$ cat config.mk
export PLATFORM = sky130hd
export DESIGN_NAME = ms_tmr32_evt_cond
export DESIGN_NICKNAME = d
export VERILOG_FILES = /design/src/rtl/ms_tmr32_evt_cond.sv
export SDC_FILE = /design/constraint.sdc
export NUM_CORES = 1
export LEC_CHECK = 0
export CAP_MARGIN = 20
export CORE_MARGIN = 8
export CORE_UTILIZATION = 48
export DETAILED_ROUTE_END_ITERATION = 12
export PLACE_DENSITY_LB_ADDON = 0.1
export SETUP_SLACK_MARGIN = 0.4
export SLEW_MARGIN = 20
export SYNTH_ARGS = -nofsm -noshare
export SYNTH_HDL_FRONTEND = slang
export SYNTH_SLANG_ARGS = --single-unit
$ cat constraint.sdc
create_clock -name clk_i -period 2.4 [get_ports clk_i]
set_input_delay 0.48 -clock clk_i [delete_from_list [all_inputs] [get_ports clk_i]]
set_output_delay 0.48 -clock clk_i [all_outputs]
set_load 0.02 [all_outputs]
$ cat src/rtl/ms_tmr32_evt_cond.sv
// ms_tmr32_evt_cond -- conditions the asynchronous external counter input
// for ms_tmr32: synchronizer -> programmable glitch filter -> edge detector.
// Produces a filtered level and single-cycle pos/neg/selected-edge pulses
// in the clk_i domain.
//
// Optional feature macro: MS_TMR32_EVT_GLITCH_CNT_EN
//   defined   : glitch_clr / glitch_cnt ports and a 16-bit saturating
//               count of rejected pulses are built.
//   undefined : those ports and the counter are absent; filtering is unchanged.
//
// Filter FSM (IDLE / STABLE / QUAL):
//   IDLE   : ctr_lvl tracks the synchronized input, no pulses; moves to
//            STABLE when enabled, so enabling never creates an edge.
//   STABLE : waits for the synchronized input to differ from ctr_lvl.
//   QUAL   : counts consecutive mismatching cycles; accepts the new level
//            once cnt >= flt_len, otherwise a return to the old level is a
//            rejected glitch.
//   en=0 forces IDLE from any state.
module ms_tmr32_evt_cond #(
   parameter int SYNC_STAGES = 2,
   parameter int FLT_W       = 8
) (
   input  logic             clk_i,
   input  logic             rst_i,
   input  logic             en,
   input  logic             ctr_in,
   input  logic [FLT_W-1:0] flt_len,
   input  logic [1:0]       edge_sel,
   output logic             ctr_lvl,
   output logic             ctr_pos,
   output logic             ctr_neg,
   output logic             ctr_evt
`ifdef MS_TMR32_EVT_GLITCH_CNT_EN
   ,
   input  logic             glitch_clr,
   output logic [15:0]      glitch_cnt
`endif
);

   typedef enum logic [1:0] {
      ST_IDLE   = 2'd0,
      ST_STABLE = 2'd1,
      ST_QUAL   = 2'd2
   } state_t;

   localparam logic [FLT_W-1:0] CNT_MAX = {FLT_W{1'b1}};
   localparam logic [FLT_W-1:0] CNT_ONE = FLT_W'(1);

   logic [SYNC_STAGES-1:0] sync_q;
   logic                   s;
   state_t                 state;
   logic [FLT_W-1:0]       cnt;

   assign s = sync_q[SYNC_STAGES-1];

   // Synchronizer chain; runs regardless of en so s is always current.
   always_ff @(posedge clk_i or posedge rst_i) begin
      if (rst_i) begin
         sync_q <= '0;
      end else begin
         sync_q <= {sync_q[SYNC_STAGES-2:0], ctr_in};
      end
   end

   // Glitch-filter FSM with registered level and edge pulses.
   always_ff @(posedge clk_i or posedge rst_i) begin
      if (rst_i) begin
         state   <= ST_IDLE;
         cnt     <= '0;
         ctr_lvl <= 1'b0;
         ctr_pos <= 1'b0;
         ctr_neg <= 1'b0;
         ctr_evt <= 1'b0;
      end else begin
         ctr_pos <= 1'b0;
         ctr_neg <= 1'b0;
         ctr_evt <= 1'b0;
         if (!en) begin
            state   <= ST_IDLE;
            cnt     <= '0;
            ctr_lvl <= s;
         end else begin
            case (state)
               ST_IDLE: begin
                  ctr_lvl <= s;
                  cnt     <= '0;
                  state   <= ST_STABLE;
               end
               ST_STABLE: begin
                  if (s != ctr_lvl) begin
                     cnt   <= CNT_ONE;
                     state <= ST_QUAL;
                  end else begin
                     cnt <= '0;
                  end
               end
               ST_QUAL: begin
                  if (s == ctr_lvl) begin
                     cnt   <= '0;
                     state <= ST_STABLE;
                  end else if (cnt >= flt_len) begin
                     ctr_lvl <= s;
                     cnt     <= '0;
                     state   <= ST_STABLE;
                     ctr_pos <= s;
                     ctr_neg <= ~s;
                     ctr_evt <= s ? edge_sel[0] : edge_sel[1];
                  end else if (cnt != CNT_MAX) begin
                     cnt <= cnt + CNT_ONE;
                  end
               end
               default: begin
                  state <= ST_IDLE;
                  cnt   <= '0;
               end
            endcase
         end
      end
   end

`ifdef MS_TMR32_EVT_GLITCH_CNT_EN
   logic glitch_hit;

   // A glitch is a return to the old level while a change is being qualified.
   assign glitch_hit = en && (state == ST_QUAL) && (s == ctr_lvl);

   // Saturating count of rejected pulses; a clear beats a same-cycle glitch.
   always_ff @(posedge clk_i or posedge rst_i) begin
      if (rst_i) begin
         glitch_cnt <= 16'h0000;
      end else if (glitch_clr) begin
         glitch_cnt <= 16'h0000;
      end else if (glitch_hit && (glitch_cnt != 16'hFFFF)) begin
         glitch_cnt <= glitch_cnt + 16'h0001;
      end
   end
`endif

endmodule
After elaboration in Yosys (flattened, before gate mapping)
Index checks and enable logic that the tools add are counted.
- logic and storage cells: 52
- register bits: 16
- equality and inequality tests: 11
- multiplexer cells: 28
- $lt $le $gt $ge: 1
- reduce and logical (&&, ||, !) cells: 3
- bitwise gates (word level): 1
- add/subtract/negate cells: 1
- operators by type and width (operator ; count):
    $mux 8 ; 4
    $mux 1 ; 17
    $pmux 8 s2 ; 1
    $ne 3x3->1 const B ; 3
    $add 8x1->8 const B ; 1
    $ge 8x8->1 ; 1
    $mux 2 ; 4
    $ne 8x8->1 const B ; 1
    $pmux 2 s3 ; 1
    $ne 5x5->1 const B ; 1
    $ne 4x4->1 const B ; 1
    $ne 3x1->1 const B ; 1
    $reduce_and 3->1 ; 1
    $eq 2x1->1 const B ; 1
    $eq 2x2->1 const B ; 1
    $logic_not 2->1 ; 1
    $pmux 1 s2 ; 1
    $reduce_and 2->1 ; 1
    $eq 1x1->1 ; 1
    $ne 1x1->1 ; 1
    $not 1->1 ; 1

Longest topological paths before layout
Gate-level depths: netlist of the first run.
- depth in word-level cells: 6
- depth in mapped cells: 8

Worst setup path after synthesis of the first run
OpenSTA, ideal clock, no wires.
- path type: in2reg
- start: in flt_len[6]
- end: reg ctr_pos
- path buffers: 0
- stages on the path: 6
- data required time: 2.280 ns
- library setup time: 0.120 ns
- setup slack: 0.568 ns
- arrival: 1.712 ns
- cell sequence: inv_1 ha_1 a21o_1 a21oi_1 nand2_2 and3_1
- longest elaborated chain between the ends: 5
- RTL lines (element ; line ; text):
    from (decl) ; 27 ; input logic [FLT_W-1:0] flt_len,
    $ge 8x8->1 ; 101 ; end else if (cnt >= flt_len) begin
    $mux 1 ; 101 ;
    $mux 1 ; 98 ; if (s == ctr_lvl) begin
    $mux 1 ; 83 ; case (state)
    $mux 1 ; 78 ; if (!en) begin
    to (signal assigned) ; 105 ; ctr_pos <= s;
    to (decl) ; 30 ; output logic ctr_pos,
No other way between the ends.
A chain may end at the register's enable or synchronous reset.

Final worst setup path of the first run
- start: in flt_len[3]
- end: reg cnt[0]
- longest elaborated chain between the ends: 5
- elaborated cells on any way between the ends: 6
- classes of those cells: 1 x order compare; 1 x eq/ne; 4 x mux
- RTL lines (element ; line ; text):
    $ge 8x8->1 (*) ; 101 ;
    $mux 8 ; 101 ;
    $mux 8 ; 98 ;
    $pmux 8 s2 ; 83 ;
    $mux 8 ; 78 ;
    to (signal assigned) ; 109 ; cnt <= cnt + CNT_ONE;
    to (decl) ; 52 ; logic [FLT_W-1:0] cnt;
Every way passes the cells marked *; elsewhere a longest branch is shown, timed or not.

==> reports/summary.md, run 1 <==
The worst setup path is of the in -> reg kind. The sequential area share after synthesis came out at 36.70%. The largest net degree at the start of global routing was 17. Sorting the synthesized cells by area gives the leading types as sky130_fd_sc_hd__dfrtp_1, sky130_fd_sc_hd__ha_1, sky130_fd_sc_hd__a21oi_1.

The number of antenna violations at the first check in global routing was 0. Hold-critical path endpoint: sync_q[1]$_DFF_PP0_. The number of stages on the worst hold path is 0.

The largest total area in the synthesized netlist belongs to sky130_fd_sc_hd__dfrtp_1. Of the post-synthesis cell area, the dominant cell type holds 36.70%. The clock period minus final worst setup slack is 1.974 ns. The worst setup path is captured at a flop. The final cell area excluding filler cells is 0.001386 mm^2. The flow ran to the end, and the final reports show no timing, DRC or antenna violations. Hold-fix buffer count after cts: 0. The number of cells on the worst reg-to-reg path is 6. Die width: 63.68 um. The detailed-routing iteration count for the pre-antenna-repair pass is 4. The clock passes through at most 2 buffers.

The capture instance of the worst register-to-register path was cnt[0]$_DFFE_PP0P_. Excluding fillers, the count of instances in the completed layout stands at 165. The routability-driven placement congestion ratio was 0.7883; the headroom to the max-slew limit was 59.73%. The wire length of the first global-routing pass was 4098 um; the number of vias after detailed routing was 910.

Global routing consumed, over all layers together, 12.38% of the routing resources. Global routing finished with a remaining overflow of 0. The number of failing hold endpoints at the final stage was 0; the number of nets in the final layout was 164. The transition time at the pin with the least slew margin was 0.6035 ns; the post-detailed-routing wire length was 2416 um.

TritonCTS built the clock tree. The peak ir drop on the vdd network was 0.3378 mV; the share of synthesized registers carrying an async set or reset was 100.0%. Dividing the final minimum period by the clock period gives 82.26%. The worst hold path class was reg -> reg. The number of global-route vias before repair was 916. CTS placed an instance of sky130_fd_sc_hd__clkbuf_4 at the clock tree root.

The largest stage delay on the critical path is 0.45 ns, and the count of mapped cells out of synthesis is 113. Hold timing on the final database bottoms out at a slack of 0.3589 ns. The register bit total from synthesis was 16; the proportion of layout cells with a drive suffix above 1 was 16.79%.

Setup slack on the critical path of the routed design comes to 0.4257 ns. The count of pins over their slew limit was 0; the clock latency at the later pin of the worst-skew pair was 0.29 ns. In the routed layout, each cell is associated on average with a via count of 5.515. Reported max-cap violation count: 0. In this run the register-to-register setup slack is 0.50 ns. The critical path contains buffers and inverters numbering 2 combined. For the maximum frequency from static timing analysis, the log shows 0.5065 GHz. In the routed design, unresolved DRC markers number 0. The analysis attributes to cell leakage a power of 0.6731 nW. The number of warnings printed during yosys synthesis came out at 0. The tools report the post-synthesis net count as 139.

For the number of placement rows, the log shows 17. In this run, synthesis inferred 0 flip-flops with an integrated enable. The beginning of the worst register-to-register path is cnt[2]$_DFFE_PP0P_. For the CTS buffer count, the log shows 3. The tools report the startpoint class of the critical path as an input pin. Summing every instance area after synthesis gives 0.001091 mm^2. After legalization and detailed placement, the total HPWL measured 1781 um. After synthesis, the mean cell area works out to 9.655 um^2.

The tools report the post-placement setup slack as 0.02610 ns. The maximum fanout encountered on the critical timing path is 7, and the setup-violating endpoint count in the final report is 0. Dividing the detail-routed wire length by the instance count gives 14.64 um. For this design, the sink count on the clock tree is 16.

The logs give 2.58 ns for the required time at the worst-slack endpoint and 49.80% for the initial core utilization. The number of placed cells counting well taps is 158. The clock transition at the register clock pins on the worst setup and hold paths after CTS came out at 0.09 ns. Count of nets left with antenna violations after detail routing: 0.

The floorplan step set the die height to 63.68 um. Setup repair after global routing could not meet its margin everywhere. Data on the critical path arrives at its endpoint at 2.15 ns. Summed over all failing endpoints, the final setup total negative slack is 0 ns.

During I/O placement, the number of pins put on the boundary was 18. The critical path goes through clkdlybuf4s50_1, inv_1, ha_1, or3_1, a21oi_2, a211o_4, and3_4, o22ai_2. Relative to the synthesized area, the layout overhead comes to 27.06%.

In the layout the commonest cells are sky130_fd_sc_hd__dfrtp_1, sky130_fd_sc_hd__clkdlybuf4s50_1, sky130_fd_sc_hd__inv_1, sky130_fd_sc_hd__ha_1, sky130_fd_sc_hd__a21oi_1. The power density over the cells was 443.6 mW/mm^2; the number of diodes added for antenna fixing was 0. For the maximum level of the CTS H-tree, the log shows 1. Instance area after placement: 0.001295 mm^2.

The dominant delay contributor by cell family on the critical path is simple AND/OR/NAND/NOR gates. Placeable core region: 0.002191 mm^2. Across the routed clock network, the largest skew measured is 0.0004968 ns.

The initial detailed-routing violation count is 31, and the die area is 0.004055 mm^2. Main flop type after synthesis: sky130_fd_sc_hd__dfrtp_1. The worst hold path begins at sync_q[0]$_DFF_PP0_. The number of distinct library cells after synthesis was 40; the number of port buffers was 17. Cell with the largest stage delay on the worst path: sky130_fd_sc_hd__clkdlybuf4s50_1.
state kept, by name (all words and copies together), names as in the netlist:
| signal | count |
|---|---|
| cnt | 8 |
| ctr_evt | 1 |
| ctr_lvl | 1 |
| ctr_neg | 1 |
| ctr_pos | 1 |
| state | 2 |
| sync_q | 2 |
report_power, final:
group,internal (mW),switching (mW)
clock,0.0925,0.0891
combinational,0.0654,0.0690
sequential,0.281,0.0176
worst max-delay path by stage:
stage / slack [ns] / end / depth (start not counted) / startpoint
after floorplan: 0.57 / ctr_pos$_DFF_PP0_ / 6 / flt_len[6]
after detailed placement: 0.03 / ctr_pos$_DFF_PP0_ / 8 / flt_len[2]
final: 0.43 / cnt[0]$_DFFE_PP0P_ / 8 / flt_len[3]
after global routing: 0.36 / ctr_lvl$_DFFE_PP0P_ / 8 / flt_len[3]
after global placement: 0.05 / ctr_pos$_DFF_PP0_ / 8 / flt_len[2]
after CTS: 0.41 / cnt[0]$_DFFE_PP0P_ / 8 / flt_len[3]
routing by layer:
layer | global-route usage [%] | vias up | wire length (um)
li1 | - | 448 | -
met1 | 13.21 | 421 | 1031
met2 | 22.05 | 33 | 1185
met3 | 3.180 | 8 | 146
met4 | 5.850 | 0 | 53
met5 | 0 | - | 0
worst register-to-register path, delay by kind of cell (launching register included):
family	cells	cell delay (ns)
flops	1	0.45
compound gates	3	0.43
simple gates	2	0.60
fa+ha+maj	1	0.31
synth_stat cells (2+ instances only):
| cell type | n |
|---|---|
| sky130_fd_sc_hd__dfrtp_1 | 16 |
| sky130_fd_sc_hd__inv_1 | 13 |
| sky130_fd_sc_hd__ha_1 | 12 |
| sky130_fd_sc_hd__a21oi_1 | 10 |
| sky130_fd_sc_hd__nand2_1 | 8 |
| sky130_fd_sc_hd__nor2_1 | 6 |
| sky130_fd_sc_hd__nand3_1 | 5 |
| sky130_fd_sc_hd__mux2i_1 | 3 |
| sky130_fd_sc_hd__xor2_1 | 3 |
| sky130_fd_sc_hd__a211oi_1 | 2 |
| sky130_fd_sc_hd__and3_1 | 2 |
| sky130_fd_sc_hd__nand3b_1 | 2 |
| sky130_fd_sc_hd__nand4_1 | 2 |
| sky130_fd_sc_hd__nor3_1 | 2 |
| sky130_fd_sc_hd__xnor2_1 | 2 |
area by class of cell:
class                           count  area, um^2
Clock buffer                        4       36.28
Fill cell                         194       804.5
Inverter                           13       48.80
Multi-Input combinational cell     82       659.4
Sequential cell                    16       400.4
Tap cell                           28       35.03
Timing Repair Buffer               22       206.4
kinds of logic (layout without fill, tap and decap cells):
kind of cell / after synthesis / in the layout / share of synthesized area [%]
adders and majority gates: 12 / 12 / 13.76
xor gates and xnor gates: 6 / 6 / 5.506
DFF: 16 / 16 / 36.70
and+or+nand+nor: 37 / 38 / 20.87
buffers and inverters: 16 / 39 / 6.651
AOI/OAI and AO/OA: 23 / 23 / 13.76
muxes: 3 / 3 / 2.752
what timing repair did:
action | CTS | global route
endpoints found under the hold margin | 0 | 0
resized for setup | 5 | 2
setup buffers | 1 | 1
endpoints found under the setup margin | 7 | 7
cloned | 1 | 0
pin swaps | 7 | 0
per-stage QoR:
step	power [mW]	utilization (%)
finish	0.6150	63.28
detailed placement	0.4329	59.11
floorplan	0.3865	-
global route	0.6420	63.28
CTS	0.6158	62.42
global placement	0.4289	59.11
Power figures use the tool's default switching activity.
==> inputs of run 2 (changes only) <==
--- a/config.mk
+++ b/config.mk
@@ -7,7 +7,7 @@
 export LEC_CHECK = 0
 export CAP_MARGIN = 20
 export CORE_MARGIN = 8
-export CORE_UTILIZATION = 48
+export CORE_UTILIZATION = 47
 export DETAILED_ROUTE_END_ITERATION = 12
 export PLACE_DENSITY_LB_ADDON = 0.1
 export SETUP_SLACK_MARGIN = 0.4
==> constraint.sdc (replaced) <==
create_clock -name clk_i -period 1.7 [get_ports clk_i]
set_input_delay 0.34 -clock clk_i [delete_from_list [all_inputs] [get_ports clk_i]]
set_output_delay 0.34 -clock clk_i [all_outputs]
set_load 0.02 [all_outputs]
==> run 2 against run 1 <==
Net effect: the flow now finishes with violations (negative setup slack); worst setup slack worse by 0.47 ns; core utilization is 10 points higher; sequential power increased by 39%; design area increased by 17%; critical path depth down 2; routed wire length grew 15%; final cell count is 10% higher; non-clock buffer count grew 17; combinational power up 69%.
==> reports/summary.md, run 2 (same netlist as run 1, synthesis figures left out) <==
The run finished, with violations left. The final reports fail on negative setup slack. The power density over the cells was 555.8 mW/mm^2 (+25%); the clock transition at the register clock pins on the worst setup and hold paths after CTS was 0.10 ns (about the same).

The tools report the number of global-route vias before repair as 1042 (+14%). The number of flip-flops under the largest register name came out at 8 (unchanged). TritonCTS built the clock tree. The worst setup path is of the reg -> reg kind. The logs give 1934 um (+8.6%) for the half-perimeter wire length after detailed placement and 31 (unchanged) for the initial detailed-routing violation count. The maximum frequency from static timing analysis is 0.5717 GHz.

In this run the critical register-to-register path is captured at ctr_pos$_DFF_PP0_. The CTS buffer count was 3 (unchanged); the number of antenna violations at the first check in global routing was 0 (unchanged). The height of the die is 64.18 um (+0.79%). The number of cells on the worst reg-to-reg path was 6 (unchanged); the number of port buffers was 17 (unchanged). For the final core utilization, the log shows 73.42% (+10 points).

Counting flops per register, the top entry is cnt. The count of fill cells added during filler insertion was 163 (-16%); the peak ir drop on the vdd network was 0.4453 mV (+32%). For the routability-driven placement congestion ratio, the log shows 0.8139 (+3.2%).

The clock period minus final worst setup slack works out to 1.749 ns. For the fraction of power consumed by combinational cells, the log shows 25.2% (+3.3 points). The clock latency at the later pin of the worst-skew pair was 0.29 ns (about the same); the placeable core region was 0.002212 mm^2 (+0.97%). The maximum buffer depth of the clock tree is 2 (unchanged), and the detailed-routing iteration count for the pre-antenna-repair pass is 4 (unchanged). The instance area after placement is 0.001420 mm^2 (+9.7%). For the switching power, the log shows 0.2625 mW (+49%).

The number of failing hold endpoints at the final stage was 0 (unchanged). The worst path uses 102.9% of the clock period. The tools report the post-placement setup slack as -0.5140 ns (-0.5401 ns). In the layout the commonest cells are sky130_fd_sc_hd__buf_4, sky130_fd_sc_hd__dfrtp_1, sky130_fd_sc_hd__inv_1, sky130_fd_sc_hd__nand2_1, sky130_fd_sc_hd__ha_1. The endpoint arrival time on the critical path is 1.94 ns (-0.21 ns), and the count of pins over their slew limit is 0 (unchanged). For the portion of total power attributed to sequential cells, the log shows 46.0% (-2.6 points). The headroom to the max-slew limit is 79.29% (+20 points), and the routed length per instance is 15.33 um (+4.7%). The maximum level of the CTS H-tree was 1 (unchanged); the slack of the critical path was -0.04918 ns (-0.4749 ns).

The via count normalized by instance count works out to 5.341 (-3.2%). For the proportion of power drawn by the clock network, the log shows 28.8% (-0.7 points). STA classifies the critical path startpoint as a flop. The switching part of the total is 29.08% (+0.51 points), and the final cell area excluding filler cells is 0.001624 mm^2 (+17%). The initial core utilization came out at 49.32% (-0.48 points). The buffer cell driving the clock tree root was sky130_fd_sc_hd__clkbuf_4. Boundary pin count: 18 (unchanged). The clock sink count was 16 (unchanged); the die area was 0.004119 mm^2 (+1.6%). Setup repair after global routing could not meet its margin everywhere. The overall overflow remaining after global route came out at 0 (unchanged). The transition time at the pin with the least slew margin was 0.3078 ns (-0.2957 ns); the internal power component was 0.6402 mW (+46%). The tools report the wire length of the first global-routing pass as 4512 um (+10%).

Static leakage: 0.7916 nW (+18%). The endpoint class of the critical path was a flop. The tools report the reported max-cap violation count as 0 (unchanged). Setup-violating endpoint count in the final report: 9 (+9). Beginning of the critical path: cnt[2]$_DFFE_PP0P_. The post-detailed-routing wire length came out at 2790 um (+15%). The number of vias after detailed routing came out at 972 (+6.8%). Number of placement rows: 17 (unchanged).

The logs give -0.05 ns (-0.55 ns) for the reg2reg setup slack and 17 (unchanged) for the largest net degree at the start of global routing. The maximum fanout encountered on the critical timing path came out at 7 (unchanged). The startpoint identified for the worst register-to-register timing path is cnt[2]$_DFFE_PP0P_.

For the required time at the worst-slack endpoint, the log shows 1.89 ns (-0.69 ns). The worst hold path class is in -> async. The number of remaining DRC errors was 0 (unchanged).

For the hold-fix buffer count after cts, the log shows 0 (unchanged). The total routing resource utilization after global routing was 13.37% (+0.99 points). The proportion of layout cells with a drive suffix above 1 came out at 40.26% (+23 points). The run gives 181 (+10%) as the number of nets in the final layout.

From synthesis to final layout, the design area changed by 48.85%. The most frequent standard cell in the layout excluding fill and tap cells is sky130_fd_sc_hd__buf_4. For the number of diodes added for antenna fixing, the log shows 0 (unchanged).

The die width came out at 64.18 um (+0.79%). The largest registers in the layout are cnt: 8 flops, state: 2 flops, sync_q: 2 flops. The count of nets left with antenna violations after detail routing was 0 (unchanged); the post-route clock skew was 0.001034 ns (+0.0005374 ns).
-- run 2: repair_timing --
action	in CTS	in global routing
hold endpoints to repair	0	0
resized for setup	17	31
gates cloned	1	0
setup buffers	1	3
endpoints found under the setup margin	18	16
pin swaps	11	11
-- run 2: critical path: stages (launching register included) --
cell and delay, ns:
sky130_fd_sc_hd__dfrtp_1 0.40, sky130_fd_sc_hd__ha_1 0.28, sky130_fd_sc_hd__or3_4 0.37, sky130_fd_sc_hd__a21oi_2 0.15, sky130_fd_sc_hd__a211o_4 0.19, sky130_fd_sc_hd__nand2_4 0.10, sky130_fd_sc_hd__and3_4 0.18
-- run 2: metrics by stage --
step / TNS, ns / hold slack [ns] / instances / power [mW]
finish: -0.2701 / 0.3431 / 182 / 0.9027
global route: -0.9039 / 0.3704 / 182 / 0.9375
CTS: -1.079 / 0.3476 / 179 / 0.8847
detailed placement: -6.064 / 0.3347 / 173 / 0.6339
global placement: -5.691 / 0.3450 / 173 / 0.6235
floorplan: 0 / 0.2537 / 113 / 0.5461
-- run 2: layout make-up --
class                      count  area (um^2)  share of cell area [%]
multi-input combinational     82        772.0                   47.53
sequential                    16        400.4                   24.65
timing repair buffer          39        331.6                   20.42
inverter                      13        48.80                   3.005
clock buffer                   4        36.28                   2.234
tap                           28        35.03                   2.157
-- run 2: worst max-delay path by stage --
stage                           end  slack (ns)
6_report          ctr_pos$_DFF_PP0_       -0.05
3_5_place_dp   state[0]$_DFFE_PP0P_       -0.51
2_1_floorplan  state[0]$_DFFE_PP0P_        0.01
5_1_grt        state[0]$_DFFE_PP0P_        -0.1
3_3_place_gp      ctr_pos$_DFF_PP0_       -0.47
4_1_cts        state[0]$_DFFE_PP0P_       -0.14
-- run 2: power by group through the flow --
stage	registers, mW	logic, mW	clock network, mW
final	0.415	0.227	0.260
after CTS	0.415	0.210	0.259
after floorplan	0.426	0.120	0
after detailed placement	0.423	0.211	0
after global routing	0.417	0.251	0.269
after global placement	0.422	0.201	0
-- run 2: per-layer routing --
metal / up-vias / share of wire (%) / global-route usage, %
li1: 482 / - / -
met1: 470 / 43 / 14.80
met2: 18 / 52 / 24.09
met3: 2 / 4.2 / 2.787
met4: 0 / 0.54 / 5.722
met5: - / 0 / 0
==> inputs of run 3 (changes only) <==
--- a/config.mk
+++ b/config.mk
@@ -5,6 +5,7 @@
 export SDC_FILE = /design/constraint.sdc
 export NUM_CORES = 1
 export LEC_CHECK = 0
+export ABC_AREA = 1
 export CAP_MARGIN = 20
 export CORE_MARGIN = 8
 export CORE_UTILIZATION = 47
==> run 3 against run 2 <==
Net effect: the run now ends clean; first-iteration DRC count unchanged; non-clock buffer count is 6 lower; worst setup slack gained 0.081 ns; global-route usage grew 1.1 points; final cell count increased by 24%; total power increased by 5.1%; register-to-register slack better by 0.08 ns; core utilization is 3.8 points lower; sequential cell count stayed put; sequential share of layout area fell by 0.50 points; die area rose by 3.1%; synthesized cell count up 41%; critical endpoint is now cnt[5]$_DFFE_PP0P_; largest power group unchanged.
==> reports/summary.md, run 3 <==
The synthesized area per cell works out to 7.145 um^2 (-26%). The worst register-to-register path begins at cnt[7]$_DFFE_PP0P_. The tools report the final instance count without filler cells as 226 (+24%). The required time at the worst-slack endpoint was 1.92 ns (+0.03 ns).

The type of the worst setup path is reg -> reg. The instance area after placement came out at 0.001404 mm^2 (-1.1%). The routed length per instance is 13.15 um (-14%). The tools report the largest net degree at the start of global routing as 17 (unchanged). The slack of the critical path came out at 0.03170 ns (+0.08087 ns).

The fraction of post-synthesis cell area in the top cell type by area is 35.24% (-1.5 points), and the endpoint arrival time on the critical path is 1.89 ns (-0.05 ns). Dominant delay contributor by cell family on the critical path: simple AND/OR/NAND/NOR gates. The clock latency at the later pin of the worst-skew pair is 0.29 ns (about the same).

The number of nets in the final layout was 223 (+23%); the maximum fanout encountered on the critical timing path was 6 (-1). The post-detailed-routing wire length is 2973 um (+6.6%), and the largest stage delay on the critical path is 0.42 ns (+0.02 ns). The most instantiated library cell after synthesis is sky130_fd_sc_hd__nand2_1. The maximum level of the CTS H-tree was 1 (unchanged). For the post-synthesis net count, the log shows 185 (+33%).

The sequential area share after synthesis was 35.24% (-1.5 points). By count the netlist is led by sky130_fd_sc_hd__nand2_1, sky130_fd_sc_hd__inv_1, sky130_fd_sc_hd__dfrtp_1. By area the synthesized netlist is led by sky130_fd_sc_hd__dfrtp_1, sky130_fd_sc_hd__nand2_1, sky130_fd_sc_hd__ha_1. Ranked by flip-flop count, first place goes to cnt. The count of pins over their slew limit is 0 (unchanged). Post-route clock skew: 0.006806 ns (+0.005772 ns). The tools report the startpoint class of the critical path as a flop. Count of mapped cells out of synthesis: 159 (+41%). The largest registers in the layout are cnt: 8 flops, state: 2 flops, sync_q: 2 flops.

TritonCTS built the clock tree. The number of port buffers came out at 17 (unchanged). On the critical path, the stage with the largest delay is an instance of sky130_fd_sc_hd__dfrtp_1.

The die width works out to 65.17 um (+1.5%). The number of distinct library cells after synthesis was 18 (-55%); the clock transition at the register clock pins on the worst setup and hold paths after CTS was 0.10 ns (about the same). For the maximum frequency from static timing analysis, the log shows 0.5994 GHz (+4.8%). Largest area contributor in the netlist: sky130_fd_sc_hd__dfrtp_1.

The tree is rooted in a sky130_fd_sc_hd__clkbuf_4. For the die area, the log shows 0.004246 mm^2 (+3.1%). Number of antenna violations at the first check in global routing: 0 (unchanged). For the peak ir drop on the vdd network, the log shows 0.4972 mV (+12%). Total routing resource utilization after global routing: 14.50% (+1.1 points). The flow ran to the end, and the final reports show no timing, DRC or antenna violations.

The run gives 0.001136 mm^2 (+4.1%) as the synthesized area. In this design, the critical path's most frequently occurring cell is sky130_fd_sc_hd__nor2_4. The placeable core region is 0.002387 mm^2 (+7.9%).

Overall overflow remaining after global route: 0 (unchanged). For the maximum buffer depth of the clock tree, the log shows 2 (unchanged). The minimum hold slack is 0.3459 ns (+0.002794 ns). The tools report the number of warnings printed during yosys synthesis as 0 (unchanged). The capture instance of the worst register-to-register path is cnt[5]$_DFFE_PP0P_. The critical path buffer and inverter count was 0 (unchanged). The logs give 4912 um (+8.9%) for the wire length of the first global-routing pass and 0.03 ns (+0.08 ns) for the reg2reg setup slack. Worst hold path class: in -> async. The run gives 0 (unchanged) as the count of nets left with antenna violations after detail routing. The setup-violating endpoint count in the final report was 0 (-9); the relative area change from synthesis to final layout was 46.37%. The initial core utilization was 47.59% (-1.7 points); the via count normalized by instance count was 4.969 (-7.0%). The fraction of the cycle the final worst path needs is 98.14% (-4.8 points), and the reported max-cap violation count is 0 (unchanged). Number of flip-flops under the largest register name: 8 (unchanged).

The proportion of layout cells with a drive suffix above 1 came out at 38.78% (-1.5 points). The number of cells on the worst reg-to-reg path works out to 7 (+1). The logs give 80.68% (+1.4 points) for the headroom to the max-slew limit and -0.4449 ns (+0.06905 ns) for the post-placement setup slack. The library cells used most frequently in the layout, excluding fill and tap cells, are sky130_fd_sc_hd__nand2_1, sky130_fd_sc_hd__inv_1, sky130_fd_sc_hd__buf_4, sky130_fd_sc_hd__dfrtp_1, sky130_fd_sc_hd__nand2_2. The main flop type after synthesis was sky130_fd_sc_hd__dfrtp_1. For the boundary pin count, the log shows 18 (unchanged).

The initial detailed-routing violation count was 31 (unchanged). The final cell area excluding filler cells was 0.001663 mm^2 (+2.4%). The run gives 1115 (+7.0%) as the number of global-route vias before repair. For the CTS buffer count, the log shows 3 (unchanged). The number of vias after detailed routing is 1123 (+16%). The number of placed cells counting well taps is 214 (+24%).

Setup repair after global routing could not meet its margin everywhere. For the clock sink count, the log shows 16 (unchanged). The transition time at the pin with the least slew margin was 0.2891 ns (-0.01865 ns); the power density over the cells was 570.8 mW/mm^2 (+2.7%). The tools report the half-perimeter wire length after detailed placement as 2020 um (+4.4%). The clock period minus final worst setup slack is 1.668 ns (-0.08087 ns). The signal on the critical path passes through ha_4, a21o_1, nor2_4, nand3_4, nor2_4, nand3_1, a21oi_1. The number of enable flip-flop cells after synthesis is 0 (unchanged). The register bit total from synthesis is 16 (unchanged), and the detailed-routing iteration count for the pre-antenna-repair pass is 4 (unchanged). The most frequent standard cell in the layout excluding fill and tap cells was sky130_fd_sc_hd__nand2_1. The static leakage was 0.8584 nW (+8.4%). For the number of failing hold endpoints at the final stage, the log shows 0 (unchanged). The number of placement rows was 18 (+1). The count of fill cells added during filler insertion came out at 203 (+25%).

The number of remaining DRC errors is 0 (unchanged). STA classifies the critical path endpoint as a flop. For the number of diodes added for antenna fixing, the log shows 0 (unchanged). For the routability-driven placement congestion ratio, the log shows 0.8544 (+5.0%). The share of synthesized registers carrying an async set or reset was 100.0% (unchanged); the hold-fix buffer count after cts was 0 (unchanged). The height of the die is 65.17 um (+1.5%).
-- run 3: logic make-up (layout without fill, tap and decap cells) --
| family | after synthesis | after routing | share of synthesized area [%] |
|---|---|---|---|
| fa+ha+maj | 12 | 12 | 13.22 |
| simple gates | 84 | 84 | 34.47 |
| buf+inv | 35 | 72 | 11.56 |
| compound gates | 12 | 12 | 5.507 |
| flops | 16 | 16 | 35.24 |
-- run 3: power by group --
| part | internal, mW | switching (mW) |
|---|---|---|
| Combinational | 0.113 | 0.164 |
| Sequential | 0.398 | 0.0177 |
| Clock | 0.131 | 0.125 |
-- run 3: area by class of cell --
cell class | instances | area, um^2 | area share [%]
inverter | 35 | 131.4 | 7.901
timing repair buffer | 33 | 264.0 | 15.88
clock buffer | 4 | 36.28 | 2.182
sequential | 16 | 401.6 | 24.15
tap | 30 | 37.54 | 2.257
multi-input combinational | 108 | 792.0 | 47.63
-- run 3: how the worst max path moves through the flow --
stage | startpoint | slack, ns | cells past startpoint | to
final | cnt[7]$_DFFE_PP0P_ | 0.03 | 7 | cnt[5]$_DFFE_PP0P_
after global routing | cnt[0]$_DFFE_PP0P_ | -0.06 | 14 | ctr_lvl$_DFFE_PP0P_
after CTS | cnt[1]$_DFFE_PP0P_ | 0.07 | 11 | ctr_lvl$_DFFE_PP0P_
after detailed placement | flt_len[1] | -0.44 | 13 | ctr_lvl$_DFFE_PP0P_
after global placement | flt_len[1] | -0.39 | 12 | cnt[7]$_DFFE_PP0P_
after floorplan | cnt[7]$_DFFE_PP0P_ | 0.15 | 8 | ctr_lvl$_DFFE_PP0P_
-- run 3: stage by stage --
step / setup TNS, ns / total power [mW] / utilization [%]
2_1_floorplan: 0 / 0.5663 / -
3_3_place_gp: -4.498 / 0.6518 / 58.80
3_5_place_dp: -5.161 / 0.6586 / 58.80
4_1_cts: 0 / 0.9346 / 68.13
5_1_grt: -0.2888 / 1.002 / 69.65
6_report: 0 / 0.9492 / 69.65
-- run 3: repair_timing --
action	CTS	global route
setup buffers	7	1
pin swaps	29	19
endpoints found under the setup margin	18	17
resized for setup	50	15
-- run 3: routing by layer --
layer | global-route usage [%] | vias to the layer above | part of all wire, %
met2 | 27.18 | 35 | 53
met1 | 15.20 | 517 | 40
met4 | 5.995 | 0 | 2.7
met3 | 3.061 | 7 | 4.2
met5 | 0 | - | 0
li1 | - | 564 | -
-- run 3: worst reg2reg max path, stage by stage, from the launching register on --
cell                      delay, ns
sky130_fd_sc_hd__dfrtp_1       0.42
sky130_fd_sc_hd__ha_4          0.24
sky130_fd_sc_hd__a21o_1        0.21
sky130_fd_sc_hd__nor2_4        0.12
sky130_fd_sc_hd__nand3_4       0.13
sky130_fd_sc_hd__nor2_4        0.21
sky130_fd_sc_hd__nand3_1       0.11
sky130_fd_sc_hd__a21oi_1       0.15
